[src/rtl/ahb_slave_response_ctrl_pkg.sv]
`default_nettype none
// +--------------------------------------------------------------------+
// | Module   : ahb_slave_response_ctrl_pkg                             |
// | Brief    : Shared AHB encodings and controller state type          |
// | Revision : 1.0 - initial release                                   |
// +--------------------------------------------------------------------+
package ahb_slave_response_ctrl_pkg;

  typedef enum logic [1:0] {
    HTRANS_IDLE   = 2'd0,
    HTRANS_BUSY   = 2'd1,
    HTRANS_NONSEQ = 2'd2,
    HTRANS_SEQ    = 2'd3
  } htrans_e;

  localparam logic HRESP_OKAY  = 1'b0;
  localparam logic HRESP_ERROR = 1'b1;

  localparam logic [2:0] HSIZE_BYTE  = 3'd0;
  localparam logic [2:0] HSIZE_HALF  = 3'd1;
  localparam logic [2:0] HSIZE_WORD  = 3'd2;
  localparam logic [2:0] HSIZE_DWORD = 3'd3;

  typedef enum logic [2:0] {
    ST_IDLE   = 3'd0,
    ST_WAIT   = 3'd1,
    ST_ACCESS = 3'd2,
    ST_ERR1   = 3'd3,
    ST_ERR2   = 3'd4
  } ctrl_state_e;

  // Number of address bits selecting a byte lane; kept at least 1 so
  // slices stay legal on an 8-bit bus.
  function automatic int lane_bits(input int dw);
    return (dw > 8) ? $clog2(dw / 8) : 1;
  endfunction

endpackage
`default_nettype wire

[src/rtl/ahb_slave_response_ctrl_if.sv]
`default_nettype none
// +--------------------------------------------------------------------+
// | Module   : ahb_slave_response_ctrl_if                              |
// | Brief    : AHB address/data-phase signals between master and slave |
// | Revision : 1.0 - initial release                                   |
// +--------------------------------------------------------------------+
interface ahb_slave_response_ctrl_if #(
  parameter int ADDR_WIDTH = 32,
  parameter int DATA_WIDTH = 32
) ();
  logic                  hselx;
  logic [ADDR_WIDTH-1:0] haddr;
  logic [1:0]            htrans;
  logic                  hwrite;
  logic [2:0]            hsize;
  logic                  hready;
  logic [DATA_WIDTH-1:0] hwdata;
  logic                  hreadyout;
  logic                  hresp;
  logic [DATA_WIDTH-1:0] hrdata;

  modport master (
    output hselx, haddr, htrans, hwrite, hsize, hready, hwdata,
    input  hreadyout, hresp, hrdata
  );

  modport slave (
    input  hselx, haddr, htrans, hwrite, hsize, hready, hwdata,
    output hreadyout, hresp, hrdata
  );
endinterface
`default_nettype wire

[src/rtl/ahb_slave_response_ctrl_strobe_gen.sv]
`default_nettype none
// +--------------------------------------------------------------------+
// | Module   : ahb_strobe_gen                                          |
// | Brief    : Byte-enable generation and size/alignment checking      |
// | Revision : 1.0 - initial release                                   |
// +--------------------------------------------------------------------+
module ahb_strobe_gen
  import ahb_slave_response_ctrl_pkg::*;
#(
  parameter int DATA_WIDTH = 32
) (
  input  logic [2:0]                         i_hsize,
  input  logic [lane_bits(DATA_WIDTH)-1:0]   i_addr_lo,
  output logic [DATA_WIDTH/8-1:0]            o_be,
  output logic                               o_misaligned,
  output logic                               o_oversize
);
  localparam int          NB      = DATA_WIDTH / 8;
  localparam int unsigned LOG2_NB = $clog2(NB);

  logic [31:0] w_lane;
  logic [31:0] w_nbytes;

  // 2^hsize ones starting at the addressed lane; flags for illegal size or alignment
  always_comb begin
    o_be     = '0;
    w_nbytes = 32'd1 << i_hsize;
    w_lane   = (NB > 1) ? 32'(i_addr_lo) : 32'd0;
    o_oversize   = (32'(i_hsize) > LOG2_NB);
    o_misaligned = ((w_lane & (w_nbytes - 32'd1)) != 32'd0);
    for (int unsigned b = 0; b < NB; b++) begin
      o_be[b] = (b >= w_lane) && (b < (w_lane + w_nbytes));
    end
  end

endmodule
`default_nettype wire

[src/rtl/ahb_slave_response_ctrl.sv]
`default_nettype none
// +--------------------------------------------------------------------+
// | Module   : ahb_slave_response_ctrl                                 |
// | Brief    : AHB slave data-phase sequencer in front of a memory port|
// | Revision : 1.0 - initial release                                   |
// +--------------------------------------------------------------------+
module ahb_slave_response_ctrl
  import ahb_slave_response_ctrl_pkg::*;
#(
  parameter int ADDR_WIDTH = 32,
  parameter int DATA_WIDTH = 32,
  parameter int WAIT_WIDTH = 4
) (
  input  logic                    hclk,
  input  logic                    hresetn,
  ahb_slave_response_ctrl_if.slave ahb,
  input  logic [WAIT_WIDTH-1:0]   cfg_wait_states,
  output logic                    mem_req,
  output logic                    mem_we,
  output logic [ADDR_WIDTH-1:0]   mem_addr,
  output logic [DATA_WIDTH/8-1:0] mem_be,
  output logic [DATA_WIDTH-1:0]   mem_wdata,
  input  logic                    mem_ack,
  input  logic                    mem_err,
  input  logic [DATA_WIDTH-1:0]   mem_rdata
);
  localparam int NB = DATA_WIDTH / 8;
  localparam int LW = lane_bits(DATA_WIDTH);

  ctrl_state_e           r_state;
  ctrl_state_e           w_state_nxt;
  logic [WAIT_WIDTH-1:0] r_wait_cnt;
  logic                  r_mem_we;
  logic [ADDR_WIDTH-1:0] r_mem_addr;
  logic [NB-1:0]         r_mem_be;
  logic [DATA_WIDTH-1:0] r_hrdata;

  logic                  w_capture;
  logic                  w_check_fail;
  logic                  w_misaligned;
  logic                  w_oversize;
  logic                  w_done;
  logic [NB-1:0]         w_be;

  ahb_strobe_gen #(
    .DATA_WIDTH (DATA_WIDTH)
  ) u_strobe_gen (
    .i_hsize      (ahb.hsize),
    .i_addr_lo    (ahb.haddr[LW-1:0]),
    .o_be         (w_be),
    .o_misaligned (w_misaligned),
    .o_oversize   (w_oversize)
  );

  // A new address phase is only accepted while this slave shows ready
  // (IDLE or the second ERROR cycle); ERR1 ignores the address bus.
  assign w_capture    = ((r_state == ST_IDLE) || (r_state == ST_ERR2)) &&
                        ahb.hselx && ahb.hready && ahb.htrans[1];
  assign w_check_fail = w_misaligned || w_oversize;
  assign w_done       = (r_state == ST_ACCESS) && mem_ack;

  // Next-state selection for the data-phase sequencer
  always_comb begin
    w_state_nxt = r_state;
    case (r_state)
      ST_IDLE, ST_ERR2: begin
        if (w_capture) begin
          if (w_check_fail)                      w_state_nxt = ST_ERR1;
          else if (cfg_wait_states != '0)        w_state_nxt = ST_WAIT;
          else                                   w_state_nxt = ST_ACCESS;
        end else begin
          w_state_nxt = ST_IDLE;
        end
      end
      ST_WAIT: begin
        if (r_wait_cnt == WAIT_WIDTH'(1)) w_state_nxt = ST_ACCESS;
      end
      ST_ACCESS: begin
        if (mem_ack) w_state_nxt = mem_err ? ST_ERR1 : ST_IDLE;
      end
      ST_ERR1:  w_state_nxt = ST_ERR2;
      default:  w_state_nxt = ST_IDLE;
    endcase
  end

  // State register
  always_ff @(posedge hclk or negedge hresetn) begin
    if (!hresetn) r_state <= ST_IDLE;
    else          r_state <= w_state_nxt;
  end

  // Address-phase capture and wait-state countdown
  always_ff @(posedge hclk or negedge hresetn) begin
    if (!hresetn) begin
      r_wait_cnt <= '0;
      r_mem_we   <= 1'b0;
      r_mem_addr <= '0;
      r_mem_be   <= '0;
    end else if (w_capture) begin
      r_wait_cnt <= cfg_wait_states;
      r_mem_we   <= ahb.hwrite;
      r_mem_addr <= ahb.haddr;
      r_mem_be   <= w_be;
    end else if (r_state == ST_WAIT) begin
      r_wait_cnt <= r_wait_cnt - WAIT_WIDTH'(1);
    end
  end

  // Read data is refreshed only by a successful read and held otherwise
  always_ff @(posedge hclk or negedge hresetn) begin
    if (!hresetn)                            r_hrdata <= '0;
    else if (w_done && !mem_err && !r_mem_we) r_hrdata <= mem_rdata;
  end

  assign ahb.hreadyout = (r_state == ST_IDLE) || (r_state == ST_ERR2);
  assign ahb.hresp     = ((r_state == ST_ERR1) || (r_state == ST_ERR2)) ? HRESP_ERROR
                                                                        : HRESP_OKAY;
  assign ahb.hrdata    = r_hrdata;
  assign mem_req       = (r_state == ST_ACCESS);
  assign mem_we        = r_mem_we;
  assign mem_addr      = r_mem_addr;
  assign mem_be        = r_mem_be;
  assign mem_wdata     = ahb.hwdata;

endmodule
`default_nettype wire

[src/flat_wrapper.sv]
// flat-port wrapper written by rule: the top's interface ports become plain ports
module ahb_slave_response_ctrl_flat import ahb_slave_response_ctrl_pkg::*;
#(
  parameter int ADDR_WIDTH = 32,
  parameter int DATA_WIDTH = 32,
  parameter int WAIT_WIDTH = 4
)
  (hclk, hresetn, cfg_wait_states, mem_req, mem_we, mem_addr, mem_be, mem_wdata, mem_ack, mem_err, mem_rdata, ahb_hselx, ahb_haddr, ahb_htrans, ahb_hwrite, ahb_hsize, ahb_hready, ahb_hwdata, ahb_hreadyout, ahb_hresp, ahb_hrdata);
  ahb_slave_response_ctrl_if #(.ADDR_WIDTH(ADDR_WIDTH), .DATA_WIDTH(DATA_WIDTH)) ahb_i ();
  input  logic hclk;
  input  logic hresetn;
  input  logic [WAIT_WIDTH-1:0] cfg_wait_states;
  output logic mem_req;
  output logic mem_we;
  output logic [ADDR_WIDTH-1:0] mem_addr;
  output logic [DATA_WIDTH/8-1:0] mem_be;
  output logic [DATA_WIDTH-1:0] mem_wdata;
  input  logic mem_ack;
  input  logic mem_err;
  input  logic [DATA_WIDTH-1:0] mem_rdata;
  input wire logic [$bits(ahb_i.hselx)-1:0] ahb_hselx;
  input wire logic [$bits(ahb_i.haddr)-1:0] ahb_haddr;
  input wire logic [$bits(ahb_i.htrans)-1:0] ahb_htrans;
  input wire logic [$bits(ahb_i.hwrite)-1:0] ahb_hwrite;
  input wire logic [$bits(ahb_i.hsize)-1:0] ahb_hsize;
  input wire logic [$bits(ahb_i.hready)-1:0] ahb_hready;
  input wire logic [$bits(ahb_i.hwdata)-1:0] ahb_hwdata;
  output wire logic [$bits(ahb_i.hreadyout)-1:0] ahb_hreadyout;
  output wire logic [$bits(ahb_i.hresp)-1:0] ahb_hresp;
  output wire logic [$bits(ahb_i.hrdata)-1:0] ahb_hrdata;
  assign ahb_i.hselx = ahb_hselx;
  assign ahb_i.haddr = ahb_haddr;
  assign ahb_i.htrans = ahb_htrans;
  assign ahb_i.hwrite = ahb_hwrite;
  assign ahb_i.hsize = ahb_hsize;
  assign ahb_i.hready = ahb_hready;
  assign ahb_i.hwdata = ahb_hwdata;
  assign ahb_hreadyout = ahb_i.hreadyout;
  assign ahb_hresp = ahb_i.hresp;
  assign ahb_hrdata = ahb_i.hrdata;
  ahb_slave_response_ctrl #(.ADDR_WIDTH(ADDR_WIDTH), .DATA_WIDTH(DATA_WIDTH), .WAIT_WIDTH(WAIT_WIDTH)) u_core (.hclk(hclk), .hresetn(hresetn), .ahb(ahb_i), .cfg_wait_states(cfg_wait_states), .mem_req(mem_req), .mem_we(mem_we), .mem_addr(mem_addr), .mem_be(mem_be), .mem_wdata(mem_wdata), .mem_ack(mem_ack), .mem_err(mem_err), .mem_rdata(mem_rdata));
endmodule
[config.mk]
export PLATFORM = sky130hd
export DESIGN_NAME = ahb_slave_response_ctrl_flat
export DESIGN_NICKNAME = d
export VERILOG_FILES = /design/src/rtl/ahb_slave_response_ctrl_pkg.sv /design/src/rtl/ahb_slave_response_ctrl_if.sv /design/src/rtl/ahb_slave_response_ctrl_strobe_gen.sv /design/src/rtl/ahb_slave_response_ctrl.sv /design/src/flat_wrapper.sv
export SDC_FILE = /design/constraint.sdc
export NUM_CORES = 1
export LEC_CHECK = 0
export CAP_MARGIN = 15
export CORE_UTILIZATION = 40
export CTS_CLUSTER_SIZE = 24
export DETAILED_ROUTE_END_ITERATION = 8
export PLACE_DENSITY = 0.86
export SYNTH_ARGS = -nofsm -noshare
export SYNTH_HDL_FRONTEND = slang
export SYNTH_SLANG_ARGS = --single-unit
[constraint.sdc]
create_clock -name hclk -period 4.1 [get_ports hclk]
set_input_delay 0.82 -clock hclk [delete_from_list [all_inputs] [get_ports hclk]]
set_output_delay 0.82 -clock hclk [all_outputs]
set_load 0.01 [all_outputs]
==> flow_summary_export.csv, run 1 <==
group,metric,value,unit
final_layout,num_antenna_cells,0,
power,seqPwrFrac,38.2,%
route,antenna_left,0,
synthesis,async_flop_share,100.0,%
grt,grt_pass1_vias,2468,
clock_tree,cts_made_buffers,9,
final_layout,num-fill-cells,676,
power,power_leakage,2.101,nW
placement,portBuffers,150,
grt,grt_max_degree,77,
worst_setup_path,start_kind,"input port",
power,sw_frac_of_total,29.68,%
floorplanning,dieHeight,94.82,um
worst_setup_path,end_kind,"flip-flop",
sta,clock_skew,15.53,ps
synthesis,ys.flop_type,"dfrtp_1",
floorplanning,start_util,41.73,%
route,drtIter0Drc,53,
worst_setup_path,crit_type,"input port to flip-flop",
floorplanning,die_area,0.008990,mm2
sta,tightest_slew,942.5,ps
final_layout,fin_nets,494,
sta,slew_headroom,37.17,%
synthesis,synth_top_area_share,55.19,%
final_layout,design_area,0.004972,mm2
sta,report.final.slew_viol_count,0,
worst_setup_path,crit_required,4320,ps
sta,period_share,72.30,%
synthesis,syn_area,0.003446,mm2
final_layout,area_growth,44.30,%
worst_setup_path,worstPathMaxFanout,4,
clock_tree,path_clk_slew,80,ps
power,p_switching,1.026,mW
route,vias_per_cell,4.821,
sta,setup_viol,0,
synthesis,synthTopCellsByCount,"dfrtp_1, mux2_2, buf_4",
floorplanning,fp-row-count,33,
final_layout,drive_gt1_share,22.31,%
synthesis,synth_nets,373,
placement,gp_congestion,0.7490,
power,vdd_ir_drop_max,0.3627,mV
grt,grt_overflow,0,
synthesis,synth_seq_cells,76,
synthesis,yosysWarnings,0,
clock_tree,cts_hold_buf,0,
sta,rsz0062_at_grt,"no",
synthesis,synthCells,255,
power,clkPwrFrac,17.9,%
placement,place_area,0.004758,mm2
route,wire_per_inst,15.56,um
sta,max_freq,0.3373,GHz
clock_tree,cts.repair.resized,0,
route,vias,2343,
sta,final.setup.tns,0,ps
clock_tree,cts.sinks,76,
clock_tree,cts_max_level,3,
clock_tree,cts_tree,"built",
synthesis,synth.distinct_cells,40,
synthesis,synth_area_per_cell,13.51,um2
sta,whs,495.0,ps
floorplanning,die_w,94.82,um
route,first_pass_iters,4,
synthesis,yosysMostFrequentCell,"dfrtp_1",
status,status,"finished, final reports clean",
worst_setup_path,critPathArrivalTime,3180,ps
min_path,hold_class,"flip-flop to flip-flop",
sta,period_minus_slack,2964,ps
clock_tree,cts_buffer_depth,2,
route,wl,7.560,mm
grt,antenna_found_initial,0,
final_layout,seq_area,0.001902,mm2
route,drc_errors,0,
floorplanning,coreArea,0.008258,mm2
floorplanning,pin_count,216,
power,pwr-share-comb,43.8,%
grt,track_usage,17.08,%
power,power,3.457,mW
grt,grt_pass1_wl,11.65,mm
power,power_density,695.2,mW/mm2
sta,hold_viol,0,
synthesis,synth-edff-count,0,
synthesis,synth_top_area_cell,"dfrtp_1",
clock_tree,root_buffer,"clkbuf_8",
final_layout,multiInputGateArea,0.001189,mm2
flow_run,maxCapViolations,0,
clock_tree,postCtsSetupBuffers,0,
power,internal_power,2.431,mW
synthesis,synth_area_leaders,"dfrtp_1, mux2_2, buf_4, ha_1, buf_6",
clock_tree,clk_latency,340,ps
placement,dp_hpwl,5.540,mm
synthesis,yosysSeqAreaShare,55.19,%
-- registers in the layout, indices dropped and copies added (netlist names) --
signal and count:
u_core.r_state 3, u_core.mem_we 1, u_core.r_wait_cnt 4, u_core.mem_be 4, u_core.mem_addr 32, u_core.ahb.hrdata 32
-- cells by family (layout without fill, tap and decap cells) --
kind of cell               count (synthesis)  after routing  synth area share (%)
muxes                                     66             66                 21.53
AOI/OAI and AO/OA                         16             16                 3.449
DFF                                       76             76                 55.19
buffers and inverters                     49            175                 10.35
adders and majority gates                  6              6                 2.397
xor gates and xnor gates                   2              2                0.5084
and+or+nand+nor                           40             40                 6.573
-- per-layer routing --
metal  wire length [um]  global-route usage (%)  share of wire (%)
met4                 82                   7.197                1.1
met2               3792                   28.60                 50
met3                761                   6.200                 10
met1               2924                   19.65                 39
met5                  0                       0                  0
-- final timing paths --
kind | start | endpoint | slack [ps] | depth (start not counted)
max | ahb_hsize[2] | u_core.mem_be[0] | 1140 | 9
min | u_core.ahb.hrdata[27] | u_core.ahb.hrdata[27] | 500 | 1
max reg2reg | u_core.r_state[0] | u_core.mem_addr[27] | 1840 | 4
min reg2reg | u_core.ahb.hrdata[27] | u_core.ahb.hrdata[27] | 500 | 1
max in group asynchronous | hresetn | u_core.mem_addr[30] | 2860 | 1
min in group asynchronous | hresetn | u_core.mem_addr[14] | 620 | 1
-- metrics by stage --
step                      setup slack, ps  std cells  util (%)
after floorplan                      1614        255         -
after global placement               1015        470     57.62
after detailed placement            821.8        470     57.62
after CTS                            1187        486     60.21
after global routing                978.0        486     60.21
final                                1136        486     60.21
-- worst max-delay path, cell delays in order --
cell and delay, ps:
clkdlybuf4s50_1 500, nor3_1 270, ha_1 230, inv_1 60
fa_1 380, nor4b_1 330, a21oi_1 170, nor3b_4 300
a31oi_1 120
-- power groups by stage --
stage / registers [mW] / logic [mW] / clock network (mW)
6_report: 1.32 / 1.52 / 0.620
5_1_grt: 1.37 / 1.63 / 0.678
4_1_cts: 1.33 / 1.54 / 0.646
3_5_place_dp: 1.34 / 1.53 / 0
3_3_place_gp: 1.31 / 1.50 / 0
2_1_floorplan: 1.48 / 0.516 / 0
-- cell usage in the layout, fill, tap and decap left out, types with 2 or more instances in the layout --
cell,count
clkdlybuf4s50_1,149
dfrtp_1,76
mux2_2,60
nor2_1,12
nand2_1,10
clkbuf_8,9
inv_1,8
mux2_1,5
ha_1,5
o21ai_0,3
o21ai_1,3
a21oi_1,2
nand2b_1,2
a221o_1,2
clkinv_2,2
bufinv_16,2
buf_4,2
-- area by class of cell --
cell class	count	area share, %
multi-input cells	130	23.91
clock inverters	6	1.736
well taps	105	2.642
clock buffers	10	2.567
flip-flops and latches	76	38.25
inverters	8	0.6039
repair buffers	151	30.30
Power figures use the tool's default switching activity.
==> run 2: changes to the inputs <==
CORE_UTILIZATION = 37   (was 40)
PLACE_DENSITY = 0.81   (was 0.86)
clock period = 3 ns   (was 4.1 ns; I/O delays follow)
==> flow_summary_export.csv, run 2 (same netlist as run 1, synthesis figures left out) <==
group,metric,value,unit
status,status,"finished, violations left",
status,violations,"DRC",
placement,place_inst,474,
worst_setup_path,max_stage_delay,490,ps
placement,dp_hpwl,5.533,mm
final_layout,most-common-layout-cells,"clkdlybuf4s50_1, dfrtp_1, mux2_2, nor2_1, nand2_1",
worst_setup_path,critPathArrivalTime,2980,ps
final_layout,layout_commonest_cell,"clkdlybuf4s50_1",
sta,setup_viol,0,
worst_setup_path,r2r_start,"u_core.r_state[2]",
clock_tree,cts_max_level,3,
floorplanning,coreArea,0.008848,mm2
route,first_pass_iters,7,
min_path,hold_class,"input port to async pin",
power,seqPwrFrac,37.0,%
floorplanning,die_w,98.51,um
clock_tree,cts_tree,"built",
sta,rsz0062_at_grt,"no",
clock_tree,postCtsSetupBuffers,0,
flow_run,maxCapViolations,0,
floorplanning,fp-row-count,34,
clock_tree,cts.repair.resized,0,
clock_tree,cts_hold_buf,0,
worst_setup_path,end_kind,"flip-flop",
route,wl,7.569,mm
sta,final.setup.tns,0,ps
floorplanning,dieHeight,98.51,um
sta,report.final.slew_viol_count,0,
placement,portBuffers,150,
worst_setup_path,rr_worst_depth,4,
floorplanning,pin_count,216,
route,drtIter0Drc,104,
final_layout,design_area,0.005035,mm2
sta,tightest_slew,955.6,ps
sta,period_minus_slack,2759,ps
worst_setup_path,crit_chain,"clkdlybuf4s50_1, nor3_1, ha_1, inv_1, fa_1, nor4b_1, a21oi_1, nor3b_4, a31oi_1",
worst_setup_path,reg2reg_slack,1090,ps
clock_tree,cts.sinks,76,
power,power_leakage,2.128,nW
grt,antenna_found_initial,0,
route,drc_errors,14,
power,sw_frac_of_total,28.25,%
power,clkPwrFrac,20.3,%
sta,whs,396.7,ps
final_layout,final_cell_count_no_fill,489,
power,p_switching,1.374,mW
power,pwr-share-comb,42.7,%
grt,grt_max_degree,77,
sta,hold_viol,0,
floorplanning,start_util,38.94,%
sta,max_freq,0.3625,GHz
sta,period_share,91.96,%
clock_tree,clk_latency,340,ps
final_layout,drive_gt1_share,22.31,%
clock_tree,root_buffer,"clkbuf_8",
worst_setup_path,crit_slowest_cell,"clkdlybuf4s50_1",
route,vias,2348,
route,antenna_left,0,
worst_setup_path,start_kind,"input port",
clock_tree,path_clk_slew,80,ps
grt,track_usage,16.97,%
final_layout,num_antenna_cells,0,
sta,clock_skew,6.962,ps
worst_setup_path,r2r-end,"u_core.ahb.hrdata[25]",
power,power_density,965.7,mW/mm2
grt,grt_overflow,0,
placement,gp_congestion,0.7477,
final_layout,area_growth,46.11,%
route,wire_per_inst,15.48,um
sta,slew_headroom,36.29,%
grt,grt_pass1_wl,12.79,mm
final_layout,fin_nets,495,
floorplanning,die_area,0.009703,mm2
worst_setup_path,worstPathMaxFanout,5,
clock_tree,cts_made_buffers,9,
grt,grt_pass1_vias,2626,
worst_setup_path,crit_type,"input port to flip-flop",
worst_setup_path,crit_required,3220,ps
power,vdd_ir_drop_max,0.5161,mV
power,internal_power,3.489,mW
route,vias_per_cell,4.802,
clock_tree,cts_buffer_depth,2,
placement,place_area,0.004782,mm2
==> run 2: cell count changes in the layout (fill, tap and decap cells not counted), sizes merged <==
cell / previous run / this run
inv: 9 / 8
clkinv: 2 / 1
clkinvlp: 1 / 0
buf: 2 / 3
bufinv: 2 / 4
==> run 2: metal layers <==
layer / vias to the layer above / global-route usage (%) / part of all wire (%)
li1: 1089 / - / -
met1: 1132 / 19.62 / 39
met2: 117 / 27.57 / 49
met3: 10 / 8.369 / 11
met4: 0 / 5.626 / 1.3
met5: - / 0 / 0
==> run 2: worst max-delay path: cells and delay by family <==
kind                     cells  cell delay [ps]
adder cells (fa/ha/maj)      2              650
AO/OA/AOI/OAI                2              270
buffers and inverters        2              550
AND/OR/NAND/NOR              3              910
==> run 2: layout make-up <==
type | instances | area (um2)
Clock buffer | 10 | 127.6
Clock inverter | 5 | 125.1
Fill cell | 769 | 3814
Inverter | 8 | 30.03
Multi-Input combinational cell | 130 | 1189
Sequential cell | 76 | 1902
Tap cell | 108 | 135.1
Timing Repair Buffer | 152 | 1526
==> run 2: power groups by stage <==
stage / sequential, mW / clock, mW / combinational (mW)
6_report: 1.80 / 0.987 / 2.08
5_1_grt: 1.87 / 1.08 / 2.23
4_1_cts: 1.81 / 1.02 / 2.11
3_5_place_dp: 1.82 / 0 / 2.10
3_3_place_gp: 1.79 / 0 / 2.06
2_1_floorplan: 2.02 / 0 / 0.705
==> run 2: worst max-delay path by stage <==
stage,to,slack (ps),start
final,u_core.mem_be[0],240,ahb_hsize[1]
after global routing,u_core.mem_be[0],110,ahb_hsize[0]
after CTS,u_core.mem_be[0],310,ahb_hsize[1]
after detailed placement,u_core.mem_be[0],-60,ahb_hsize[1]
after global placement,u_core.mem_be[0],170,ahb_hsize[1]
after floorplan,u_core.mem_be[0],730,ahb_hsize[0]
==> run 2: per-stage QoR <==
stage | worst slack, ps | power (mW) | util (%)
after global routing | 108.7 | 5.182 | 56.90
after global placement | 165.3 | 3.855 | 54.04
after floorplan | 733.9 | 2.724 | -
final | 241.3 | 4.862 | 56.90
after detailed placement | -55.42 | 3.922 | 54.04
after CTS | 311.4 | 4.929 | 56.90
==> run 3: changes to the inputs <==
CORE_UTILIZATION = 40   (was 37)
PLACE_DENSITY = 0.86   (was 0.81)
clock period = 3.5 ns   (was 3 ns; I/O delays follow)
==> flow_summary_export.csv, run 3 (same netlist as run 1, synthesis figures left out) <==
group,metric,value,unit
placement,gp_congestion,0.7087,
placement,place_ws,366.2,ps
sta,slew_headroom,37.21,%
clock_tree,cts_hold_buf,0,
sta,max_freq,0.3561,GHz
grt,grt_max_degree,77,
route,drtIter0Drc,45,
floorplanning,fp-row-count,33,
sta,final.setup.tns,0,ps
sta,period_share,80.24,%
clock_tree,cts.repair.resized,0,
floorplanning,pin_count,216,
route,vias,2347,
final_layout,layout_commonest_cell,"clkdlybuf4s50_1",
sta,setup_viol,0,
worst_setup_path,start_kind,"input port",
power,power_leakage,2.106,nW
route,vias_per_cell,4.829,
worst_setup_path,critPathArrivalTime,3020,ps
worst_setup_path,crit_type,"input port to flip-flop",
final_layout,num-fill-cells,682,
route,first_pass_iters,4,
placement,dp_hpwl,5.622,mm
clock_tree,clk_latency,340,ps
grt,grt_overflow,0,
clock_tree,path_clk_slew,80,ps
clock_tree,cts_tree,"built",
grt,grt_pass1_vias,2476,
floorplanning,die_area,0.008990,mm2
sta,rsz0062_at_grt,"no",
worst_setup_path,crit_required,3710,ps
clock_tree,cts_max_level,3,
sta,hold_viol,0,
route,wire_per_inst,15.36,um
final_layout,multiInputGateArea,0.001189,mm2
sta,finalWorstSetupSlack,691.7,ps
worst_setup_path,end_kind,"flip-flop",
status,status,"finished, final reports clean",
final_layout,area_growth,44.70,%
floorplanning,start_util,41.73,%
min_path,hold_class,"input port to async pin",
floorplanning,die_w,94.82,um
clock_tree,root_buffer,"clkbuf_8",
clock_tree,cts_buffer_depth,2,
clock_tree,cts.sinks,76,
clock_tree,postCtsSetupBuffers,0,
grt,track_usage,16.77,%
sta,period_minus_slack,2808,ps
grt,antenna_found_initial,0,
final_layout,drive_gt1_share,22.57,%
final_layout,most-common-layout-cells,"clkdlybuf4s50_1, dfrtp_1, mux2_2, nor2_1, nand2_1",
power,vdd_ir_drop_max,0.3770,mV
final_layout,seq_area,0.001902,mm2
clock_tree,cts_made_buffers,9,
floorplanning,coreArea,0.008258,mm2
power,power_density,811.4,mW/mm2
grt,grt_pass1_wl,11.52,mm
final_layout,num_antenna_cells,0,
flow_run,maxCapViolations,0,
sta,clock_skew,12.43,ps
route,wl,7.466,mm
sta,tightest_slew,941.8,ps
worst_setup_path,worstPathMaxFanout,4,
placement,portBuffers,150,
sta,report.final.slew_viol_count,0,
floorplanning,dieHeight,94.82,um
route,drc_errors,0,
final_layout,fin_nets,494,
final_layout,utilization,60.38,%
route,antenna_left,0,
## run 3: stage by stage
stage | power, mW | hold WS [ps] | instance area, um2 | instances
floorplan | 2.335 | 404.4 | 3446 | 255
global placement | 3.297 | 474.1 | 4771 | 470
detailed placement | 3.369 | 484.5 | 4771 | 470
CTS | 4.104 | 504.4 | 4986 | 486
global route | 4.294 | 520.4 | 4986 | 486
finish | 4.046 | 495.3 | 4986 | 486
## run 3: worst paths after layout
kind | from | to | slack (ps) | depth (start not counted)
hold reg to reg | u_core.mem_be[3] | u_core.mem_be[3] | 500 | 2
setup / recovery | ahb_hsize[0] | u_core.mem_be[0] | 690 | 9
min in group hclk | u_core.mem_be[3] | u_core.mem_be[3] | 500 | 2
setup reg to reg | u_core.r_state[0] | u_core.mem_addr[5] | 1390 | 4
max in group asynchronous | hresetn | u_core.ahb.hrdata[8] | 2390 | 1
hold / removal | hresetn | u_core.mem_addr[14] | 500 | 1
## run 3: area by class of cell
cell class	instances	area share, %
clock buffers	9	2.484
clock inverters	7	1.832
inverters	8	0.6023
multi-input cells	130	23.84
flip-flops and latches	76	38.14
well taps	105	2.635
repair buffers	151	30.46
## run 3: report_power, final
group / total (mW) / internal, mW / switching [mW]
sequential: 1.55 / 1.31 / 0.239
clock: 0.717 / 0.399 / 0.318
combinational: 1.78 / 1.14 / 0.642
total: 4.05 / 2.85 / 1.20
## run 3: per-layer routing
| metal | up-vias | share of wire [%] | GRT usage (%) |
|---|---|---|---|
| met5 | - | 0 | 0 |
| met4 | 0 | 2.1 | 8.081 |
| met3 | 20 | 9.7 | 5.153 |
| met2 | 110 | 50 | 28.84 |
| met1 | 1139 | 38 | 18.84 |
| li1 | 1078 | - | - |
## run 3: critical path: stages
cell	delay [ps]
clkdlybuf4s50_1	470
nor3_1	320
ha_1	240
inv_1	60
fa_1	370
nor4b_1	270
a21oi_1	150
nor3b_4	290
a31oi_1	130
